--- src/rtl/multi_port_ram_pkg.sv ---
// rtl/multi_port_ram_pkg.sv - shared types and limits for the multi-port register-file RAM
package multi_port_ram_pkg;

  typedef enum logic {ST_INIT, ST_RUN} ram_state_t;

  localparam int MAX_RD = 8;

endpackage

--- src/rtl/ram_read_port.sv ---
// rtl/ram_read_port.sv - one registered read port with accept logic and collision ordering
module ram_read_port
  import multi_port_ram_pkg::*;
#(
  parameter int DATA_W      = 8,
  parameter int ADDR_W      = 4,
  parameter int WRITE_FIRST = 0
) (
  input  logic              clk,
  input  logic              rst_n,
  input  ram_state_t        state,
  input  logic              ce,
  input  logic              clr,
  input  logic              rd_en,
  input  logic [ADDR_W-1:0] addr_r,
  input  logic [DATA_W-1:0] mem_rdata,
  input  logic              wr_en,
  input  logic [ADDR_W-1:0] addr_w,
  input  logic [DATA_W-1:0] data_w,
  output logic [DATA_W-1:0] data_r,
  output logic              rd_valid
);

  logic              accept;
  logic [DATA_W-1:0] rd_sel;
  logic [DATA_W-1:0] data_r_d, data_r_q;
  logic              rd_valid_d, rd_valid_q;

  // A clear request in the same cycle wins over any read.
  assign accept = (state == ST_RUN) && ce && !clr && rd_en;

  always_comb begin
    rd_sel = mem_rdata;
    if ((WRITE_FIRST != 0) && wr_en && (addr_w == addr_r)) begin
      rd_sel = data_w;
    end
    data_r_d   = accept ? rd_sel : data_r_q;
    rd_valid_d = accept;
  end

  always_ff @(posedge clk or negedge rst_n) begin
    if (!rst_n) begin
      data_r_q   <= '0;
      rd_valid_q <= 1'b0;
    end else begin
      data_r_q   <= data_r_d;
      rd_valid_q <= rd_valid_d;
    end
  end

  assign data_r   = data_r_q;
  assign rd_valid = rd_valid_q;

endmodule

--- src/rtl/multi_port_ram.sv ---
// rtl/multi_port_ram.sv - single-write, NUM_RD-read register-file RAM with clear sequencer
module multi_port_ram
  import multi_port_ram_pkg::*;
#(
  parameter int DATA_W      = 8,
  parameter int ADDR_W      = 4,
  parameter int NUM_RD      = 3,
  parameter int WRITE_FIRST = 0
) (
  input  logic                     clk,
  input  logic                     rst_n,
  input  logic                     ce,
  input  logic                     clr,
  input  logic                     we,
  input  logic [ADDR_W-1:0]        addr_w,
  input  logic [DATA_W-1:0]        data_w,
  input  logic [NUM_RD-1:0]        rd_en,
  input  logic [NUM_RD*ADDR_W-1:0] addr_r,
  output logic [NUM_RD*DATA_W-1:0] data_r,
  output logic [NUM_RD-1:0]        rd_valid,
  output logic                     init_busy
);

  localparam int DEPTH = 2 ** ADDR_W;

  if (NUM_RD < 1 || NUM_RD > MAX_RD) begin : g_bad_num_rd
    $error("multi_port_ram: NUM_RD out of range");
  end

  logic [DATA_W-1:0] mem_q [DEPTH];
  ram_state_t        state_d, state_q;
  logic [ADDR_W-1:0] cnt_d, cnt_q;
  logic              mem_we;
  logic [ADDR_W-1:0] mem_waddr;
  logic [DATA_W-1:0] mem_wdata;
  logic              wr_en;

  always_comb begin
    state_d   = state_q;
    cnt_d     = cnt_q;
    mem_we    = 1'b0;
    mem_waddr = addr_w;
    mem_wdata = data_w;
    wr_en     = 1'b0;
    case (state_q)
      ST_INIT: begin
        // The sweep ignores ce; a clr here simply restarts it from address 0.
        mem_we    = 1'b1;
        mem_waddr = cnt_q;
        mem_wdata = '0;
        if (clr) begin
          cnt_d = '0;
        end else begin
          cnt_d = cnt_q + ADDR_W'(1);
          if (&cnt_q) state_d = ST_RUN;
        end
      end
      ST_RUN: begin
        if (ce && clr) begin
          state_d = ST_INIT;
          cnt_d   = '0;
        end else if (ce && we) begin
          mem_we = 1'b1;
          wr_en  = 1'b1;
        end
      end
      default: begin
        state_d = ST_INIT;
        cnt_d   = '0;
      end
    endcase
  end

  always_ff @(posedge clk or negedge rst_n) begin
    if (!rst_n) begin
      state_q <= ST_INIT;
      cnt_q   <= '0;
    end else begin
      state_q <= state_d;
      cnt_q   <= cnt_d;
    end
  end

  always_ff @(posedge clk) begin
    if (mem_we) mem_q[mem_waddr] <= mem_wdata;
  end

  assign init_busy = (state_q == ST_INIT);

  for (genvar g = 0; g < NUM_RD; g++) begin : g_rd
    ram_read_port #(
      .DATA_W     (DATA_W),
      .ADDR_W     (ADDR_W),
      .WRITE_FIRST(WRITE_FIRST)
    ) u_port (
      .clk      (clk),
      .rst_n    (rst_n),
      .state    (state_q),
      .ce       (ce),
      .clr      (clr),
      .rd_en    (rd_en[g]),
      .addr_r   (addr_r[g*ADDR_W +: ADDR_W]),
      .mem_rdata(mem_q[addr_r[g*ADDR_W +: ADDR_W]]),
      .wr_en    (wr_en),
      .addr_w   (addr_w),
      .data_w   (data_w),
      .data_r   (data_r[g*DATA_W +: DATA_W]),
      .rd_valid (rd_valid[g])
    );
  end

endmodule

--- config.mk ---
export PLATFORM = sky130hd
export DESIGN_NAME = multi_port_ram
export DESIGN_NICKNAME = d
export VERILOG_FILES = /design/src/rtl/multi_port_ram_pkg.sv /design/src/rtl/ram_read_port.sv /design/src/rtl/multi_port_ram.sv
export SDC_FILE = /design/constraint.sdc
export NUM_CORES = 1
export LEC_CHECK = 0
export CAP_MARGIN = 20
export CELL_PAD_IN_SITES_DETAIL_PLACEMENT = 1
export CELL_PAD_IN_SITES_GLOBAL_PLACEMENT = 1
export CORE_AREA = 2 2 164 182
export CTS_CLUSTER_DIAMETER = 80
export DETAILED_ROUTE_END_ITERATION = 10
export DIE_AREA = 0 0 166 184
export PLACE_DENSITY = 0.55
export SYNTH_ARGS = -nofsm -noshare
export SYNTH_HDL_FRONTEND = slang
export SYNTH_SLANG_ARGS = --single-unit
--- constraint.sdc ---
create_clock -name clk -period 2 [get_ports clk]
set_input_delay 0.2 -clock clk [delete_from_list [all_inputs] [get_ports clk]]
set_output_delay 0.2 -clock clk [all_outputs]
set_load 0.02 [all_outputs]
==> results.cfg, run 1 <==
[synthesis]
post-synth-top-area-fraction_pct = 45.3
async_flop_share_pct = 20.0
synth.most_common_cell = edfxtp_1
ys_top_cells_by_area = edfxtp_1 (45%), mux4_2 (18%), dfrtp_1 (9.4%), mux2i_1 (5.3%), a22oi_1 (3.0%)
synth_area_leader_cell = edfxtp_1
seq_area_frac_synth_pct = 54.7
synth_nets = 588
synth.distinct_cells = 42
synth_cells = 555
synth-edff-count = 128
yosys_register_bits = 160
yosys_warnings = 0
yosys-top-cells-count = edfxtp_1 (128), mux4_2 (68), mux2i_1 (45)
netlist_area_um2 = 8490
ys.flop_type = edfxtp_1
avgSynthCellArea_um2 = 15.3

[power_and_ir_drop]
swShare_pct = 26.5
clkPwrFrac_pct = 39.9
ir_worst_vdd_v = 0.000499
p_switching_w = 0.00216
p_leak_nw = 3.80
intPower_w = 0.00600
power_w = 0.00816
powerDensity_nw_per_um2 = 773
pwr-share-comb_pct = 13.4
seqPwrFrac_pct = 46.7

[clock_network]
cts_setup_buffers = 0
clk_latency_ps = 440
cts_max_level = 4
clk_pin_slew_ps = 70
cts_tree = yes
cts-buffers-inserted = 17
cts.sinks = 160
cts_max_path_buffers = 2
cts_root_buffer = clkbuf_16

[outcome]
status = finished clean

[setup_path]
path_max_fanout = 24
r2r_cells = 6
r2r-start = state_q
critPathLaunchType = flip-flop
endpoint_kind = flip-flop
criticalPathCategory = reg -> reg
r2r-end = g_rd[1].u_port.data_r[4]
crit_arrival_ps = 2220
worstSetupStartpoint = state_q
critical_path_required_ps = 2350
rrSetupSlack_ps = 130
crit_end = g_rd[1].u_port.data_r[4]

[sta]
slew_headroom_pct = 38.1
rsz0062_at_grt = false
worst_slew_pin_slew_ps = 925
setup_viol = 0
fin_tns_setup_ps = 0
skew_ps = 13.2
finalCritPeriodShare_pct = 93.3
max_freq_ghz = 0.536
min_period_ps = 1870
finalHoldViolCount = 0
final-max-slew-violation-count = 0

[placed_design]
routabilityCongestion = 0.827
detailedPlacementHpwl_um = 20100
io_buffers = 59
placed_cell_area_um2 = 9960
placed_cells = 1010

[grt]
overflow = 0
grt_max_degree = 39
grt_pass1_vias = 6149
antenna_found_initial = 0
gr-usage-all-layers_pct = 18.3
grt_pass1_wl_um = 40200

[final_layout]
postLayoutCoreUtil_pct = 37.0
fin_cells = 1044
final_cell_area_um2 = 10600
drive_gt1_share_pct = 26.7
area_growth_pct = 24.5
nets = 695

[detailed_routing]
vias = 5611
ant_nets = 0
wl_per_cell_um = 26.3
drt-total-wl_um = 27400
drtPass1Iterations = 5
drt_iter0_markers = 379
vias_per_cell = 5.37
drc = 0

[floorplan]
start_util_pct = 29.7
rows = 65
die_h_um = 184
core_um2 = 28500
die_area_um2 = 30500
fp.dieW_um = 166
pin_count = 60

[min_path]
min-delay-path-class = in -> async

[job]
maxCapViolCount = 0
what timing repair did:
item                                    4_1_cts  5_1_grt
endpoints found under the setup margin        2       20
endpoints found under the hold margin        15        0
hold buffers                                  1        0
gates resized for setup                       2        1
layer usage:
layer,vias up,part of all wire [%],GRT usage [%]
met5,-,0,0
met4,0,4.0,8.94
met3,55,4.2,3.34
met2,160,52,32.7
met1,2935,40,21.3
li1,2461,-,-
worst min-delay path by stage:
stage	depth (start not counted)	startpoint	end
after global placement	1	rst_n	g_rd[0].u_port.rd_valid
final	2	rst_n	g_rd[0].u_port.rd_valid
after floorplan	0	rst_n	cnt_q[0]
after global routing	2	rst_n	g_rd[0].u_port.rd_valid
after detailed placement	1	rst_n	g_rd[0].u_port.rd_valid
after CTS	2	rst_n	g_rd[0].u_port.rd_valid
power by group through the flow:
stage	clock [W]	sequential (W)	combinational, W
2_1_floorplan	0	0.00392	0.000529
3_3_place_gp	0	0.00388	0.00110
3_5_place_dp	0	0.00389	0.00111
4_1_cts	0.00331	0.00382	0.00111
5_1_grt	0.00342	0.00383	0.00116
6_report	0.00326	0.00381	0.00109
cells by family (layout without fill, tap and decap cells):
kind of cell	count (synthesis)	count (layout)	synth area share [%]
AND/OR/NAND/NOR	151	151	9.29
AO/OA/AOI/OAI	75	75	6.40
other	0	1	0
multiplexers	122	122	26.0
adder cells (fa/ha/maj)	1	1	0.147
buffers and inverters	46	166	3.47
flip-flops	160	160	54.7
cells in the final DEF (no fill, tap or decap), types with 5 or more instances in the layout:
| master | Yosys | routed |
|---|---|---|
| nand4_1 | 7 | 7 |
| a22oi_1 | 34 | 34 |
| nand3_1 | 7 | 7 |
| nand2_1 | 41 | 41 |
| mux4_1 | 8 | 8 |
| mux4_2 | 68 | 68 |
| nand3b_1 | 5 | 5 |
| and2_1 | 23 | 23 |
| nor2b_1 | 15 | 15 |
| buf_12 | 2 | 17 |
| inv_1 | 5 | 5 |
| buf_4 | 7 | 50 |
| mux2i_1 | 45 | 45 |
| o21ai_0 | 5 | 5 |
| clkdlybuf4s50_1 | 0 | 53 |
| clkbuf_16 | 0 | 17 |
| nor2_1 | 40 | 40 |
| edfxtp_1 | 128 | 128 |
| dfrtp_1 | 32 | 32 |
| o211ai_1 | 22 | 22 |
worst max-delay path, cell delays in order, from the launching register on:
cell and delay (ps):
dfrtp_1 390, buf_6 230, nand4b_1 140, buf_4 200, nor3_1 500, a22oi_1 190
o211ai_1 130
flip-flops by register name (all words and copies together), names as in the netlist:
name and cells:
g_rd.u_port.data_r 24, state_q 1, cnt_q 4, g_rd.u_port.rd_valid 3, mem_q 128
layout make-up:
type	instances	area (um^2)
Antenna cell	1	2.50
Clock buffer	17	425
Clock inverter	15	154
Fill cell	2901	18000
Inverter	6	22.5
Multi-Input combinational cell	349	3550
Sequential cell	160	4640
Tap cell	368	460
Timing Repair Buffer	128	1300
per-stage QoR:
stage / hold slack (ps) / setup slack [ps]
finish: 243 / 135
global placement: 177 / -147
detailed placement: 180 / -186
CTS: 260 / 31.0
global route: 275 / 33.1
floorplan: -95.6 / 192
Power figures use the tool's default switching activity.
==> run 2: changes to the inputs <==
--- a/config.mk
+++ b/config.mk
@@ -13,6 +13,7 @@
 export DETAILED_ROUTE_END_ITERATION = 10
 export DIE_AREA = 0 0 166 184
 export PLACE_DENSITY = 0.55
+export SETUP_SLACK_MARGIN = 0.15
 export SYNTH_ARGS = -nofsm -noshare
 export SYNTH_HDL_FRONTEND = slang
 export SYNTH_SLANG_ARGS = --single-unit
==> run 2 against run 1 <==
Fmax rose by 3.6%; wire length barely moved; via count rose by 1.0%; largest power group unchanged; first-iteration DRC count rose by 1.6%; non-clock buffer count did not move; final area rose by 0.31%; setup slack improved by 64 ps; critical path depth fell by 1; global-route usage barely moved; sequential share of layout area fell by 0.13 points.
==> results.cfg, run 2 (synthesis results as in run 1) <==
[outcome]
status = finished clean

[grt]
grt_pass1_vias = 6149
grt_pass1_wl_um = 40200
antenna_found_initial = 0
grt_max_degree = 39
gr-usage-all-layers_pct = 18.3
overflow = 0

[placed_design]
routabilityCongestion = 0.827
io_buffers = 59
detailedPlacementHpwl_um = 20100
placed_cells = 1010
placed_cell_area_um2 = 9960
place_ws_ps = -186

[final_layout]
final_cell_area_um2 = 10600
largest_reg_flops = 128
final_cell_mix = edfxtp_1 (128), mux4_2 (68), clkdlybuf4s50_1 (53)
postLayoutCoreUtil_pct = 37.1
diodes = 0
final_common_cell = edfxtp_1
area_growth_pct = 24.9
regMostFlops = mem_q
nets = 695
drive_gt1_share_pct = 27.3
fin_cells = 1043

[sta]
skew_ps = 15.9
setup_viol = 0
min_period_ps = 1800
final-max-slew-violation-count = 0
fin_tns_setup_ps = 0
finalCritPeriodShare_pct = 90.1
max_freq_ghz = 0.555
rsz0062_at_grt = true
slew_headroom_pct = 41.0
finalHoldViolCount = 0
worst_slew_pin_slew_ps = 881
setup_ws_ps = 199

[setup_path]
criticalPathCategory = reg -> reg
max_stage_delay_ps = 430
r2r-end = mem_q[9][0]
critPathLaunchType = flip-flop
endpoint_kind = flip-flop
r2r-start = state_q
r2r_cells = 5
path_max_fanout = 23
critical_path_required_ps = 2140
crit_chain = buf_12 -> inv_2 -> o32a_1 -> nor2_1 -> buf_6
crit_arrival_ps = 1940
rrSetupSlack_ps = 200
slowest_stage = o32a_1
critPathTopFamily = buffers and inverters
crit_buf_inv = 3

[floorplan]
start_util_pct = 29.7
pin_count = 60
die_h_um = 184
core_um2 = 28500
die_area_um2 = 30500
rows = 65
fp.dieW_um = 166

[clock_network]
clk_pin_slew_ps = 70
cts_root_buffer = clkbuf_16
cts-buffers-inserted = 17
cts_max_path_buffers = 2
cts_tree = yes
clk_latency_ps = 440
cts.sinks = 160
cts_max_level = 4
cts_setup_buffers = 0

[detailed_routing]
drt-total-wl_um = 27400
drt_iter0_markers = 385
vias = 5667
drc = 0
ant_nets = 0
vias_per_cell = 5.43
drtPass1Iterations = 5
wl_per_cell_um = 26.3

[power_and_ir_drop]
powerDensity_nw_per_um2 = 772
ir_worst_vdd_v = 0.000499
p_leak_nw = 3.81

[min_path]
min-delay-path-class = in -> async

[job]
maxCapViolCount = 0
run 2: layout make-up:
class	count	area, um^2
Timing Repair Buffer	128	1320
Multi-Input combinational cell	349	3570
Inverter	6	22.5
Clock inverter	15	154
Tap cell	368	460
Clock buffer	17	425
Fill cell	2893	17900
Sequential cell	160	4640
run 2: layer usage:
| metal | track usage (%) | share of wire [%] |
|---|---|---|
| met1 | 21.3 | 40 |
| met2 | 32.7 | 52 |
| met3 | 3.34 | 3.9 |
| met4 | 8.94 | 4.2 |
| met5 | 0 | 0 |
run 2: power breakdown:
group          internal [W]  leakage (nW)  switching, W
Sequential          0.00370          1.63      0.000116
Combinational      0.000548          1.91      0.000549
Clock               0.00175         0.279       0.00151
Total               0.00600          3.81       0.00218
run 2: how the worst max path moves through the flow:
stage / cells past startpoint / slack [ps] / startpoint / end
final: 5 / 200 / state_q / mem_q[9][0]
after detailed placement: 6 / -190 / ce / g_rd[0].u_port.data_r[6]
after CTS: 5 / 150 / state_q / mem_q[5][0]
after global routing: 7 / 140 / state_q / g_rd[2].u_port.data_r[7]
after floorplan: 4 / 190 / state_q / mem_q[0][0]
after global placement: 6 / -150 / clr / g_rd[0].u_port.data_r[6]
run 2: what timing repair did:
item | in CTS | in global routing
hold endpoints to repair | 15 | 0
resized for setup | 7 | 5
endpoints found under the setup margin | 51 | 44
hold buffers | 1 | 0
pin swaps | 0 | 1
run 2: worst register-to-register path: stages (launching register included):
cell and delay [ps]:
dfrtp_1 420, buf_12 190, inv_2 100, o32a_1 430, nor2_1 170, buf_6 200
run 2: metrics by stage:
step | hold slack (ps) | power [W]
after CTS | 260 | 0.00824
after floorplan | -95.6 | 0.00445
final | 238 | 0.00818
after detailed placement | 180 | 0.00500
after global placement | 177 | 0.00498
after global routing | 275 | 0.00842
==> run 3: changes to the inputs <==
--- a/config.mk
+++ b/config.mk
@@ -8,11 +8,11 @@
 export CAP_MARGIN = 20
 export CELL_PAD_IN_SITES_DETAIL_PLACEMENT = 1
 export CELL_PAD_IN_SITES_GLOBAL_PLACEMENT = 1
-export CORE_AREA = 2 2 164 182
+export CORE_AREA = 2 2 152 169
 export CTS_CLUSTER_DIAMETER = 80
 export DETAILED_ROUTE_END_ITERATION = 10
-export DIE_AREA = 0 0 166 184
-export PLACE_DENSITY = 0.55
+export DIE_AREA = 0 0 154 171
+export PLACE_DENSITY = 0.62
 export SETUP_SLACK_MARGIN = 0.15
 export SYNTH_ARGS = -nofsm -noshare
 export SYNTH_HDL_FRONTEND = slang
==> run 3 against run 2 <==
Die area shrank 14%; flip-flop and latch count is the same; sequential share of layout area rose by 0.71 points; largest power group unchanged; highest routed layer unchanged.
==> results.cfg, run 3 (synthesis results as in run 1) <==
[floorplan]
die_area_um2 = 26300
die_h_um = 171
pin_count = 60
fp.dieW_um = 154
start_util_pct = 34.2
rows = 61
core_um2 = 24800

[detailed_routing]
highest_layer = met4
drtPass1Iterations = 5
vias = 5634
drt_iter0_markers = 388
m1WireLength_um = 10500
ant_nets = 0
vias_per_cell = 5.72
wl_met3_um = 915
wl_per_cell_um = 27.0
drc = 0
drt-total-wl_um = 26600
dr_wl_met2_um = 14100

[setup_path]
critical_path_required_ps = 2340
slowest_stage = nor3b_2
critPathTopFamily = simple AND/OR/NAND/NOR gates
endpoint_kind = flip-flop
crit_buf_inv = 0
path_max_fanout = 7
max_stage_delay_ps = 570
criticalPathCategory = reg -> reg
critPathLaunchType = flip-flop
crit_arrival_ps = 2110
crit_chain = nand4b_2 -> nor3b_2 -> a22oi_1 -> o211ai_1

[sta]
finalCritPeriodShare_pct = 88.9
slew_headroom_pct = 43.1
rsz0062_at_grt = true
min_period_ps = 1780
setup_viol = 0
finalHoldViolCount = 0
max_freq_ghz = 0.563
setup_ws_ps = 223
skew_ps = 8.51
final-max-slew-violation-count = 0
worst_slew_pin_slew_ps = 854

[final_layout]
nFillCells = 2476
nets = 690
largest_reg_flops = 128
area_growth_pct = 22.9
final_cell_area_um2 = 10400
diodes = 0
postLayoutCoreUtil_pct = 42.0
drive_gt1_share_pct = 26.0
final_common_cell = edfxtp_1
regMostFlops = mem_q
final_cell_mix = edfxtp_1 (128), mux4_2 (68), clkdlybuf4s50_1 (54), buf_4 (54), mux2i_1 (45)

[grt]
grt_max_degree = 33
overflow = 0
grt_pass1_wl_um = 39900
antenna_found_initial = 0
gr-usage-all-layers_pct = 21.3
grt_pass1_vias = 6136

[clock_network]
cts-buffers-inserted = 17
cts_setup_buffers = 0
cts_root_buffer = clkbuf_16
clk_latency_ps = 430
cts_max_level = 4
cts_tree = yes
clk_pin_slew_ps = 70
cts_max_path_buffers = 2
cts.sinks = 160

[placed_design]
place_ws_ps = -162
placed_cell_area_um2 = 9760
routabilityCongestion = 0.869
io_buffers = 59
detailedPlacementHpwl_um = 19400

[power_and_ir_drop]
powerDensity_nw_per_um2 = 812
p_leak_nw = 3.78
power_w = 0.00847
ir_worst_vdd_v = 0.000591

[outcome]
status = finished clean

[min_path]
min-delay-path-class = in -> async

[job]
maxCapViolCount = 0
==> run 3: cell types whose count changed in the layout (fill, tap and decap cells not counted), sizes merged <==
cell           delta
buf               -5
bufinv            +4
clkbuf            +5
clkdlybuf4s50     +1
clkinv            -4
inv               -6
==> run 3: per-stage QoR <==
step | hold WS, ps | TNS, ps | std cells
finish | 385 | 0 | 985
global route | 457 | 0 | 985
CTS | 411 | 0 | 985
detailed placement | 344 | -1020 | 952
global placement | 342 | -541 | 952
floorplan | -95.6 | 0 | 555
==> run 3: final timing paths <==
kind	slack, ps	cells past startpoint	startpoint	to
worst max-delay path	220	4	state_q	g_rd[2].u_port.data_r[7]
worst min-delay path	380	2	rst_n	g_rd[0].u_port.rd_valid
worst max register to register	220	4	state_q	g_rd[2].u_port.data_r[7]
worst min register to register	510	2	g_rd[1].u_port.data_r[1]	g_rd[1].u_port.data_r[1]
max in group asynchronous	1030	2	rst_n	state_q
min in group clk	430	3	addr_r[6]	g_rd[1].u_port.data_r[2]
==> run 3: layout make-up <==
class	count	area [um^2]	area share [%]
timing repair buffer	123	1160	11.2
clock inverter	9	183	1.75
multi-input combinational	349	3560	34.2
inverter	6	22.5	0.216
sequential	160	4650	44.5
tap	315	394	3.78
clock buffer	23	458	4.39
==> run 3: where the power goes <==
group          internal [W]  total (W)  switching, W
clock network       0.00225    0.00356       0.00131
logic              0.000537    0.00109      0.000550
registers           0.00370    0.00382      0.000121
total               0.00649    0.00847       0.00198
==> run 3: timing repair <==
item	in CTS	in global routing
hold endpoints to repair	32	0
pin swaps	0	0
cloned	0	0
gates resized for setup	4	1
setup endpoints to repair	15	124
hold buffers	1	0
==> run 3: worst register-to-register path: cells and delay by family (launching register included) <==
kind / cells / cell delay, ps
AOI/OAI and AO/OA: 2 / 340
DFF: 1 / 470
and+or+nand+nor: 2 / 880
==> run 3: layer usage <==
metal	GRT usage, %	up-vias
li1	-	2444
met1	24.5	2986
met2	38.8	158
met3	3.47	46
met4	10.4	0
met5	0	-
